## config.mk

```make
export PLATFORM = sky130hd
export DESIGN_NAME = sll_multicycle
export DESIGN_NICKNAME = d
export VERILOG_FILES = /design/src/rtl/sll_multicycle.sv
export SDC_FILE = /design/constraint.sdc
export NUM_CORES = 1
export LEC_CHECK = 0
export BUFFER_PORTS_ARGS = -buffer_cell sky130_fd_sc_hd__buf_2
export CAP_MARGIN = 20
export CORE_MARGIN = 2
export CORE_UTILIZATION = 40
export CTS_BUF_LIST = sky130_fd_sc_hd__clkbuf_4 sky130_fd_sc_hd__clkbuf_8
export CTS_CLUSTER_SIZE = 10
export DETAILED_ROUTE_END_ITERATION = 12
export SYNTH_ARGS = -nofsm -noshare
export SYNTH_HDL_FRONTEND = slang
export SYNTH_SLANG_ARGS = --single-unit
```

## constraint.sdc

```tcl
create_clock -name clock -period 4.1 [get_ports clock]
set_input_delay 0.41 -clock clock [delete_from_list [all_inputs] [get_ports clock]]
set_output_delay 0.41 -clock clock [all_outputs]
set_load 0.005 [all_outputs]
```

## src/rtl/sll_multicycle.sv

```systemverilog
// Iterative logical-left shifter: one binary stage (2**k positions) per clock, MSB stage first.
// state | meaning
// IDLE  | waiting for start
// SHIFT | stage counter k runs SHW-1 down to 0, one conditional shift per clock
// DONE  | single cycle, out valid, may accept a back-to-back start
module sll_multicycle #(
  parameter int WIDTH = 32,
  parameter int SHW   = 5
) (
  input  logic             clock,
  input  logic             reset_n,
  input  logic             start,
  input  logic [WIDTH-1:0] in,
  input  logic [SHW-1:0]   shamt,
  output logic [WIDTH-1:0] out,
  output logic             busy,
  output logic             done
);

  localparam int KW = (SHW > 1) ? $clog2(SHW) : 1;

  typedef enum logic [1:0] {
    S_IDLE,
    S_SHIFT,
    S_DONE
  } state_t;

  state_t           state_q, state_d;
  logic [WIDTH-1:0] acc_q, acc_d;
  logic [WIDTH-1:0] out_q, out_d;
  logic [WIDTH-1:0] acc_stage;
  logic [SHW-1:0]   sh_q, sh_d;
  logic [KW-1:0]    k_q, k_d;

  // Each stage is a fixed-distance shift, so only a SHW-way mux sits in front of acc.
  always_comb begin
    acc_stage = acc_q;
    for (int i = 0; i < SHW; i++) begin
      if (k_q == KW'(i) && sh_q[i]) begin
        acc_stage = acc_q << (2 ** i);
      end
    end
  end

  always_comb begin
    state_d = state_q;
    acc_d   = acc_q;
    sh_d    = sh_q;
    k_d     = k_q;
    out_d   = out_q;
    case (state_q)
      S_IDLE, S_DONE: begin
        if (start) begin
          acc_d   = in;
          sh_d    = shamt;
          k_d     = KW'(SHW - 1);
          state_d = S_SHIFT;
        end else begin
          state_d = S_IDLE;
        end
      end
      S_SHIFT: begin
        acc_d = acc_stage;
        if (k_q == '0) begin
          out_d   = acc_stage;
          state_d = S_DONE;
        end else begin
          k_d = k_q - KW'(1);
        end
      end
      default: state_d = S_IDLE;
    endcase
  end

  always_ff @(posedge clock or negedge reset_n) begin
    if (!reset_n) begin
      state_q <= S_IDLE;
      acc_q   <= '0;
      out_q   <= '0;
      sh_q    <= '0;
      k_q     <= '0;
    end else begin
      state_q <= state_d;
      acc_q   <= acc_d;
      out_q   <= out_d;
      sh_q    <= sh_d;
      k_q     <= k_d;
    end
  end

  assign out  = out_q;
  assign busy = (state_q == S_SHIFT);
  assign done = (state_q == S_DONE);

endmodule

```

==> qor.txt, run 1 <==
Post CTS Setup Buffer Count = 0
First-pass GRT wire length = 23530 um
EDFF count, synth = 0
Endpoints failing setup = 0
Hold slack = 187.8 ps
Final Hold Viols = 0
Final setup TNS = 0 ps
Total grt overflow = 0
TritonRoute pass-1 iters = 7
Slew Limit Headroom = 28.54%
Netlist cell types = 51
Syn Inst Count = 513
Max_cap viols = 0
Initial antenna violation count = 0
Crit path kind = reg2reg
Final-layout fill cell count = 1136
Synthesized area = 4777 um^2
Unrepaired setup endpoints after global routing = no
PD cells = 838.3 nW/um^2
Maximum buffer depth of the clock tree = 2
Wirelength, routed = 14530 um
CP Capture Type = flop
DR vias/cell = 6.534
Via count = 4502
Tot GR Track Use = 23.26%
TritonCTS clock tree = done
DRC viols = 0
Type of origin of the critical path = flop
DIE HEIGHT = 113.3 um
HPWL after DPL = 9862 um
Vias in the first global route = 4299
P_leak = 0.002223 uW
Synth Flop Type = dfrtp_1
Pin count of the biggest net entering global routing = 75
Die width = 113.3 um
Post-DR wirelength/cell = 21.09 um
Number of nets in the layout = 586
GP Congestion = 0.8857
Post-CTS Resized = 0
Post-route ant nets = 0
Worst-Margin Slew = 1072 ps
Mapped Nets = 558
Register bit total from synthesis = 74
CTS buffer count = 9
Area delta synth->final = 10.16%
CP required = 4320 ps
Pre-CTS setup slack = 1333 ps
Sink Count = 74
H-tree levels = 3
# IOs = 74
Initial Util = 41.48%
Clk_skew = 7.144 ps
Placement Rows = 39
Worst skew pair latency = 380 ps
Max VDD drop = 0.2735 mV
PnR Total Power = 4411 uW
Status = finished, final reports clean
Avg Inst Size Synth = 9.312 um^2
Synth async-reset ratio = 100.0%
Final Max Tran Viols = 0
IO buf count = 73
Final worst setup slack = 1279 ps
CP Max Fanout = 29
Fmax = 354.4 MHz
Placeable core region = 11520 um^2
Drt first-iter violations = 465
Tmin final = 2821 ps
Share of layout cells above drive strength 1 = 19.41%
WP data arrival = 3040 ps
Clock Root Buffer = clkbuf_8
Antenna diodes = 0
Die area = 12830 um^2
Worst min path class = in2async
Yosys warns = 0
Clk slew on worst S/H paths = 80 ps
Final period utilization = 68.81%
Hold Buf Count CTS = 0
Sequential area share after synthesis = 38.76%
metal layers:
layer  share of wire (%)  global-route usage (%)  up-vias  wire length, um
met1                  47                   33.02     2209             6844
li1                    -                       -     2087                -
met3                 6.9                   5.035       17             1004
met2                  44                   35.09      189             6418
met5                   0                       0        -                0
met4                 1.8                   8.211        0              265
worst max-delay path, stage by stage (launching register included):
cell	delay [ps]
dfrtp_1	430
ha_1	620
and3b_1	900
a221oi_1	210
a22oi_1	380
a21oi_1	120
through the flow:
stage / util (%) / instances / cell area [um^2]
4_1_cts: 45.70 / 689 / 5263
2_1_floorplan: - / 513 / 4777
6_report: 45.70 / 689 / 5263
5_1_grt: 45.70 / 689 / 5263
3_3_place_gp: 44.05 / 673 / 5072
3_5_place_dp: 44.05 / 673 / 5072
cells by family (layout without fill, tap and decap cells):
| kind of cell | count (synthesis) | in the layout | synth area share, % |
|---|---|---|---|
| compound gates | 227 | 227 | 36.17 |
| simple gates | 103 | 103 | 10.63 |
| flops | 74 | 74 | 38.76 |
| mux | 25 | 25 | 5.422 |
| fa+ha+maj | 5 | 5 | 1.310 |
| buf+inv | 79 | 112 | 7.700 |
cell type report:
type	instances	area (um^2)	area share, %
Clock buffer	14	180.2	3.424
Tap cell	143	178.9	3.400
Sequential cell	74	1852	35.19
Timing Repair Buffer	79	412.9	7.846
Clock inverter	2	10.01	0.1902
Inverter	17	63.81	1.213
Multi-Input combinational cell	360	2565	48.74
path summary, 6_finish.rpt:
path                            startpoint         to  slack, ps  cells past startpoint
worst max-delay path                k_q[0]    out[22]       1280                      5
worst min-delay path               reset_n    sh_q[3]        190                      1
worst max register to register      k_q[0]    out[22]       1280                      5
worst min register to register     out[21]    out[21]        470                      2
max in group asynchronous          reset_n  acc_q[28]       3300                      1
min in group clock                shamt[2]    sh_q[2]        220                      3
cells in the mapped netlist, drive strengths merged, types with 5 or more instances:
cell type	n	share of area, %
and4b	6	1.3
inv	16	1.3
o221ai	12	2.2
o31a	7	1.3
clkbuf	24	1.9
mux2	7	1.7
ha	5	1.3
a32oi	12	2.2
nand2	48	3.8
o32ai	11	2.0
a221oi	14	2.6
a22oi	52	8.3
mux2i	18	3.8
buf	38	4.5
a21oi	26	2.7
dfrtp	74	39
o22a	7	1.3
o21ai	36	3.8
nor2	22	1.8
nand3	6	0.63
a222oi	15	3.1
a32o	15	3.1
layout by cell type, fill, tap and decap left out, types with 2 or more instances in the layout:
master,n
clkinv_2,2
buf_4,7
nand3b_1,4
o211a_1,4
and2_1,2
nor2_1,21
a32o_1,15
o31ai_1,2
o221ai_1,12
o22a_1,7
a21oi_1,26
clkbuf_4,2
mux2i_1,18
nand4b_1,2
a222oi_1,15
o22ai_1,3
o32ai_1,11
a22oi_1,51
a221oi_1,14
clkbuf_8,12
dfrtp_1,74
inv_1,16
a32oi_1,12
and4b_1,6
nand2b_1,3
a211o_1,2
o21ai_0,36
ha_1,5
and3b_1,3
mux2_2,7
and3_1,2
o31a_1,7
a31oi_1,2
nand2_1,48
nand3_1,6
buf_2,72
where the power goes:
group	internal, uW	total (uW)	switching (uW)
clock	281	555	274
combinational	940	2210	1270
sequential	1080	1640	561
total	2300	4410	2110
sequential cells by signal, summed over array words and instances (netlist names):
| signal | count |
|---|---|
| sh_q | 5 |
| k_q | 3 |
| out | 32 |
| state_q | 2 |
| acc_q | 32 |
No activity file was read; power rests on OpenSTA's default activity.
==> run 2: changes to the inputs <==
--- a/config.mk
+++ b/config.mk
@@ -5,6 +5,7 @@
 export SDC_FILE = /design/constraint.sdc
 export NUM_CORES = 1
 export LEC_CHECK = 0
+export ABC_AREA = 1
 export BUFFER_PORTS_ARGS = -buffer_cell sky130_fd_sc_hd__buf_2
 export CAP_MARGIN = 20
 export CORE_MARGIN = 2
==> constraint.sdc (replaced) <==
create_clock -name clock -period 2.5 [get_ports clock]
set_input_delay 0.25 -clock clock [delete_from_list [all_inputs] [get_ports clock]]
set_output_delay 0.25 -clock clock [all_outputs]
set_load 0.005 [all_outputs]
==> qor.txt, run 2 <==
Status = finished, final reports clean
Post-DR wirelength/cell = 16.09 um (-24%)
Initial antenna violation count = 0 (unchanged)
H-tree levels = 3 (unchanged)
Number of nets in the layout = 796 (+36%)
TritonCTS clock tree = done
Tmin final = 2273 ps (-547.9 ps)
TritonRoute pass-1 iters = 4 (-3)
PD cells = 1349 nW/um^2 (+61%)
Most frequent cells in the layout = 288 x nand2_1, 74 x dfrtp_1, 72 x buf_2, 68 x inv_1, 48 x nand3_1
Crit path kind = reg2reg
CTS buffer count = 9 (unchanged)
Multi-input gate area = 2355 um^2 (-8.2%)
Max_cap viols = 0 (unchanged)
Non-Filler Instances = 897 (+30%)
Type of origin of the critical path = flop
Core Util, Final = 46.66% (+0.96 points)
P_leak = 0.002913 uW (+31%)
Synth area leaders = dfrtp_1 39%, nand2_1 23%, inv_1 5.4%
WP data arrival = 2530 ps (-510 ps)
Synthesized area = 4697 um^2 (-1.7%)
First-pass GRT wire length = 24120 um (+2.5%)
Switching power = 3590 uW (+70%)
DIE HEIGHT = 112.4 um (-0.81%)
EDFF count, synth = 0 (unchanged)
Final setup TNS = 0 ps (unchanged)
Switching share of total power = 49.95% (+2.1 points)
Final period utilization = 90.94% (+22 points)
Critical R2R Launch = k_q[0]
IO buf count = 73 (unchanged)
Share of layout cells above drive strength 1 = 15.38% (-4.0 points)
Netlist cell types = 28 (-45%)
Combinational power share = 55.9% (+5.7 points)
Pin count of the biggest net entering global routing = 75 (unchanged)
Syn Inst Count = 695 (+35%)
Total grt overflow = 0 (unchanged)
Clk pwr share = 12.9% (+0.3 points)
DRC viols = 0 (unchanged)
Drt first-iter violations = 406 (-13%)
Endpoints failing setup = 0 (unchanged)
Via count = 4791 (+6.4%)
Worst skew pair latency = 370 ps (about the same)
Initial Util = 41.14% (-0.35 points)
Maximum buffer depth of the clock tree = 2 (unchanged)
Die width = 112.4 um (-0.81%)
Placeable core region = 11420 um^2 (-0.85%)
Sink Count = 74 (unchanged)
Antenna diodes = 0 (unchanged)
Sequential group share of total power = 31.3% (-5.9 points)
Placement Rows = 39 (unchanged)
CP Capture Type = flop
Placed Instances = 883 (+31%)
Post CTS Setup Buffer Count = 0 (unchanged)
Mapped Nets = 740 (+33%)
Clock Root Buffer = clkbuf_8
Area delta synth->final = 13.43%
CP Max Fanout = 29 (unchanged)
Post-route ant nets = 0 (unchanged)
Vias in the first global route = 4797 (+12%)
Sequential area share after synthesis = 39.42% (+0.66 points)
Most common cell after layout, fill and taps aside = nand2_1
Pint = 3597 uW (+56%)
Reg2Reg Setup Slack = 230 ps (-1050 ps)
Clk slew on worst S/H paths = 90 ps (about the same)
Final-layout fill cell count = 1244 (+9.5%)
Worst reg-to-reg path cell count = 12 (+7)
Worst min path class = in2async
Sequential Area = 1852 um^2 (unchanged)
Post-CTS Resized = 0 (unchanged)
Register bit total from synthesis = 74 (unchanged)
Clk_skew = 13.76 ps (+6.619 ps)
R2r endpoint = acc_q[31]
DR vias/cell = 5.341 (-18%)
Tot GR Track Use = 23.77% (+0.51 points)
Unrepaired setup endpoints after global routing = no
Avg Inst Size Synth = 6.758 um^2 (-27%)
HPWL after DPL = 9965 um (+1.0%)
Synth top area share = 39.42% (+0.66 points)
Die area = 12620 um^2 (-1.6%)
GP Congestion = 0.9092 (+2.7%)
# IOs = 74 (unchanged)
Synth async-reset ratio = 100.0% (unchanged)
Count leader, synth = nand2_1
Fmax = 439.9 MHz (+24%)
Worst-Margin Slew = 971.0 ps (-100.9 ps)
Synth Flop Type = dfrtp_1
Slew Limit Headroom = 35.27% (+6.7 points)
Yosys warns = 0 (unchanged)
Yosys top cell by area = dfrtp_1
Placed inst area = 5151 um^2 (+1.6%)
PnR Total Power = 7187 uW (+63%)
Wirelength, routed = 14430 um (-0.70%)
Final Max Tran Viols = 0 (unchanged)
Final Hold Viols = 0 (unchanged)
Post-route cell area = 5328 um^2 (+1.2%)
Hold Buf Count CTS = 0 (unchanged)
Top post-synthesis cells by count = 288 x nand2_1, 74 x dfrtp_1, 68 x inv_1, 48 x nand3_1, 40 x o21ai_0
Max VDD drop = 0.5176 mV (+89%)
CP required = 2760 ps (-1560 ps)
## run 2: cell count changes in the layout (fill, tap and decap cells not counted), sizes merged, moves of 11 or more
cell and delta:
inv +60, o221ai -12, mux2i -18, a22oi -52, a32o -15, nor2 +16
o32ai -11, a32oi -12, nand3 +45, a222oi -15, o21ai +12, nand2 +242
a221oi -14, o211ai +30
## run 2: metal layers
metal | vias up | global-route usage, % | wire (um)
met5 | - | 0 | 0
met4 | 0 | 8.699 | 374
met3 | 28 | 3.618 | 812
met2 | 173 | 38.51 | 6658
met1 | 2273 | 32.44 | 6585
li1 | 2317 | - | -
## run 2: metrics by stage
stage / setup WS, ps / hold slack [ps]
after global placement: 359.7 / 447.5
final: 226.6 / 41.14
after CTS: 250.1 / 75.30
after detailed placement: 302.2 / 455.2
after floorplan: 802.5 / -45.59
after global routing: 62.91 / 86.58
## run 2: critical path, cell delays in order, from the launching register on
cell	delay, ps
dfrtp_1	420
inv_1	100
ha_1	200
nand2_1	210
inv_2	130
nand2_2	430
o21ai_0	190
nor2_1	120
nand2_1	60
nand2_1	80
nand2_1	100
nand2_1	70
nand2_1	50
## run 2: cell type report
| type | instances | share of cell area (%) |
|---|---|---|
| Inverter | 76 | 5.402 |
| Tap cell | 143 | 3.358 |
| Sequential cell | 74 | 34.76 |
| Multi-Input combinational cell | 509 | 44.20 |
| Clock buffer | 10 | 2.466 |
| Clock inverter | 4 | 0.8455 |
| Timing Repair Buffer | 81 | 8.971 |
## run 2: cells by family (layout without fill, tap and decap cells)
logic type / count (synthesis) / after routing / synth area share (%)
buffers and inverters: 112 / 171 / 10.44
flip-flops: 74 / 74 / 39.42
adder cells (fa/ha/maj): 5 / 5 / 1.332
AO/OA/AOI/OAI: 120 / 120 / 14.73
AND/OR/NAND/NOR: 384 / 384 / 34.07
## run 2: power groups by stage
stage,registers (uW),clock network [uW],logic [uW]
2_1_floorplan,2140,0,2790
3_3_place_gp,2240,0,3910
3_5_place_dp,2240,0,4000
4_1_cts,2240,936,4020
5_1_grt,2320,999,4570
6_report,2250,926,4020
## run 2: worst max path at each step
stage                 from        end  slack [ps]  cells past startpoint
floorplan           k_q[0]  acc_q[12]         800                     13
global placement    k_q[0]  acc_q[31]         360                     11
detailed placement  k_q[0]  acc_q[31]         300                     12
CTS                 k_q[0]    out[29]         250                     12
global route        k_q[0]  acc_q[31]          60                     12
finish              k_q[0]  acc_q[31]         230                     12
==> run 3: changes to the inputs <==
--- a/config.mk
+++ b/config.mk
@@ -8,11 +8,14 @@
 export ABC_AREA = 1
 export BUFFER_PORTS_ARGS = -buffer_cell sky130_fd_sc_hd__buf_2
 export CAP_MARGIN = 20
+export CELL_PAD_IN_SITES_DETAIL_PLACEMENT = 0
+export CELL_PAD_IN_SITES_GLOBAL_PLACEMENT = 1
 export CORE_MARGIN = 2
-export CORE_UTILIZATION = 40
+export CORE_UTILIZATION = 38
 export CTS_BUF_LIST = sky130_fd_sc_hd__clkbuf_4 sky130_fd_sc_hd__clkbuf_8
 export CTS_CLUSTER_SIZE = 10
 export DETAILED_ROUTE_END_ITERATION = 12
+export PLACE_DENSITY_LB_ADDON = 0.1
 export SYNTH_ARGS = -nofsm -noshare
 export SYNTH_HDL_FRONTEND = slang
 export SYNTH_SLANG_ARGS = --single-unit
==> qor.txt, run 3 (synthesis gave the netlist of run 2 again) <==
Post-DR wirelength/cell = 16.66 um (+3.5%)
Most frequent cells in the layout = 288 x nand2_1, 74 x dfrtp_1, 72 x buf_2, 68 x inv_1, 48 x nand3_1
# IOs = 74 (unchanged)
Final Max Tran Viols = 0 (unchanged)
Final Hold Viols = 0 (unchanged)
Post-route ant nets = 0 (unchanged)
First-pass GRT wire length = 24870 um (+3.1%)
P_leak = 0.002942 uW (+1.0%)
Placed inst area = 5200 um^2 (+0.95%)
TritonCTS clock tree = done
Worst-Margin Slew = 662.7 ps (-308.3 ps)
Antenna diodes = 0 (unchanged)
Type of origin of the critical path = flop
PD cells = 1344 nW/um^2 (-0.38%)
Initial Util = 38.94% (-2.2 points)
IO buf count = 73 (unchanged)
Maximum buffer depth of the clock tree = 2 (unchanged)
HPWL after DPL = 10440 um (+4.8%)
CP Launch Point = k_q[0]
Worst reg-to-reg path cell count = 12 (unchanged)
TritonRoute pass-1 iters = 5 (+1)
Clk slew on worst S/H paths = 80 ps (about the same)
Max VDD drop = 0.9180 mV (+77%)
R2r endpoint = acc_q[16]
Total grt overflow = 0 (unchanged)
Placement Rows = 40 (+2.6%)
Hold slack = 70.26 ps (+29.12 ps)
Worst skew pair latency = 380 ps (about the same)
Initial antenna violation count = 0 (unchanged)
Met2 usage = 38.47% (-0.043 points)
Final worst setup slack = 373.2 ps (+146.6 ps)
Met1 usage = 34.10% (+1.7 points)
Drt first-iter violations = 303 (-25%)
Multi-input gate area = 2355 um^2 (unchanged)
Crit path kind = reg2reg
Most Used Layer, Global Route = met2
Tmin final = 2127 ps (-146.6 ps)
Fmax = 470.2 MHz (+6.9%)
Die width = 115.2 um (+2.5%)
Reg2Reg Setup Slack = 370 ps (+150 ps)
Post-route cell area = 5403 um^2 (+1.4%)
Pre-CTS setup slack = 426.5 ps (+124.2 ps)
Pin count of the biggest net entering global routing = 75 (unchanged)
Tot GR Track Use = 24.44% (+0.67 points)
Final-layout fill cell count = 1320 (+6.1%)
Clk_skew = 10.18 ps (-3.579 ps)
PnR Total Power = 7261 uW (+1.0%)
Number of nets in the layout = 801 (+0.63%)
H-tree levels = 3 (unchanged)
DRC viols = 0 (unchanged)
Placeable core region = 12060 um^2 (+5.6%)
CP Max Fanout = 23 (-21%)
Sink Count = 74 (unchanged)
Area delta synth->final = 15.02%
Sequential Area = 1852 um^2 (unchanged)
Endpoints failing setup = 0 (unchanged)
HP Start = shamt[2]
CTS buffer count = 9 (unchanged)
DR vias/cell = 5.017 (-6.1%)
Critical R2R Launch = k_q[0]
Grt met3 use = 3.426% (-0.19 points)
Vias in the first global route = 4633 (-3.4%)
CP Capture Type = flop
Crit path capture = acc_q[16]
Slew Limit Headroom = 55.76% (+20 points)
Final period utilization = 85.07% (-5.9 points)
CP required = 2770 ps (about the same)
Wirelength, routed = 15460 um (+7.1%)
DIE HEIGHT = 115.2 um (+2.5%)
Worst min path class = in2reg
Clock Root Buffer = clkbuf_8
Unrepaired setup endpoints after global routing = no
Slowest CP cell = dfrtp_1
Die area = 13270 um^2 (+5.1%)
Most common cell after layout, fill and taps aside = nand2_1
Share of layout cells above drive strength 1 = 15.92% (+0.54 points)
Critical path's largest stage delay = 420 ps (about the same)
CP most frequent cell = nand2_1
Via count = 4656 (-2.8%)
GP Congestion = 0.8618 (-5.2%)
WP data arrival = 2400 ps (-130 ps)
Final setup TNS = 0 ps (unchanged)
Crit-path cells = inv_1, ha_1, nand2_1, inv_2, nand2_2, o21ai_0, nor2_1, nand2_1, nand2_1, nand2_1, nand2_1, nand2_1
Status = finished, final reports clean
Max_cap viols = 0 (unchanged)
[run 3: how the worst min path moves through the flow]
stage | cells after the start | end | slack (ps)
finish | 3 | sh_q[2] | 70
global route | 3 | sh_q[2] | 70
CTS | 3 | sh_q[2] | 50
detailed placement | 2 | out[29] | 310
global placement | 2 | out[29] | 310
floorplan | 0 | acc_q[0] | -50
[run 3: critical path: cells and delay by family, from the launching register on]
family | cells | cell delay [ps]
AO/OA/AOI/OAI | 1 | 140
buffers and inverters | 2 | 210
flip-flops | 1 | 420
AND/OR/NAND/NOR | 8 | 1050
adder cells (fa/ha/maj) | 1 | 200
[run 3: metrics by stage]
stage | std cells | util, %
floorplan | 695 | -
global placement | 912 | 43.11
detailed placement | 912 | 43.11
CTS | 928 | 44.79
global route | 928 | 44.79
finish | 928 | 44.79
[run 3: cell type report]
cell class,count,share of cell area (%)
clock inverters,3,0.7411
multi-input cells,509,43.59
repair buffers,86,9.356
flip-flops and latches,74,34.28
clock buffers,12,2.825
well taps,168,3.891
inverters,76,5.327
[run 3: where the power goes]
group	total [uW]	switching, uW	internal (uW)
sequential	2280	505	1780
clock	974	472	503
combinational	4010	2680	1330
total	7260	3650	3610
[run 3: metal layers]
layer / share of wire, % / routed length (um) / vias up
met1: 48 / 7422 / 2184
met5: 0 / 0 / -
met3: 4.7 / 725 / 18
li1: - / - / 2330
met2: 45 / 6974 / 124
met4: 2.2 / 334 / 0
[run 3: what timing repair did]
action | in CTS | in global routing
hold endpoints to repair | 74 | 0
hold buffers | 1 | 0
buffers inserted | 0 | 0
gates resized for setup | 0 | 0
endpoints found under the setup margin | 0 | 0
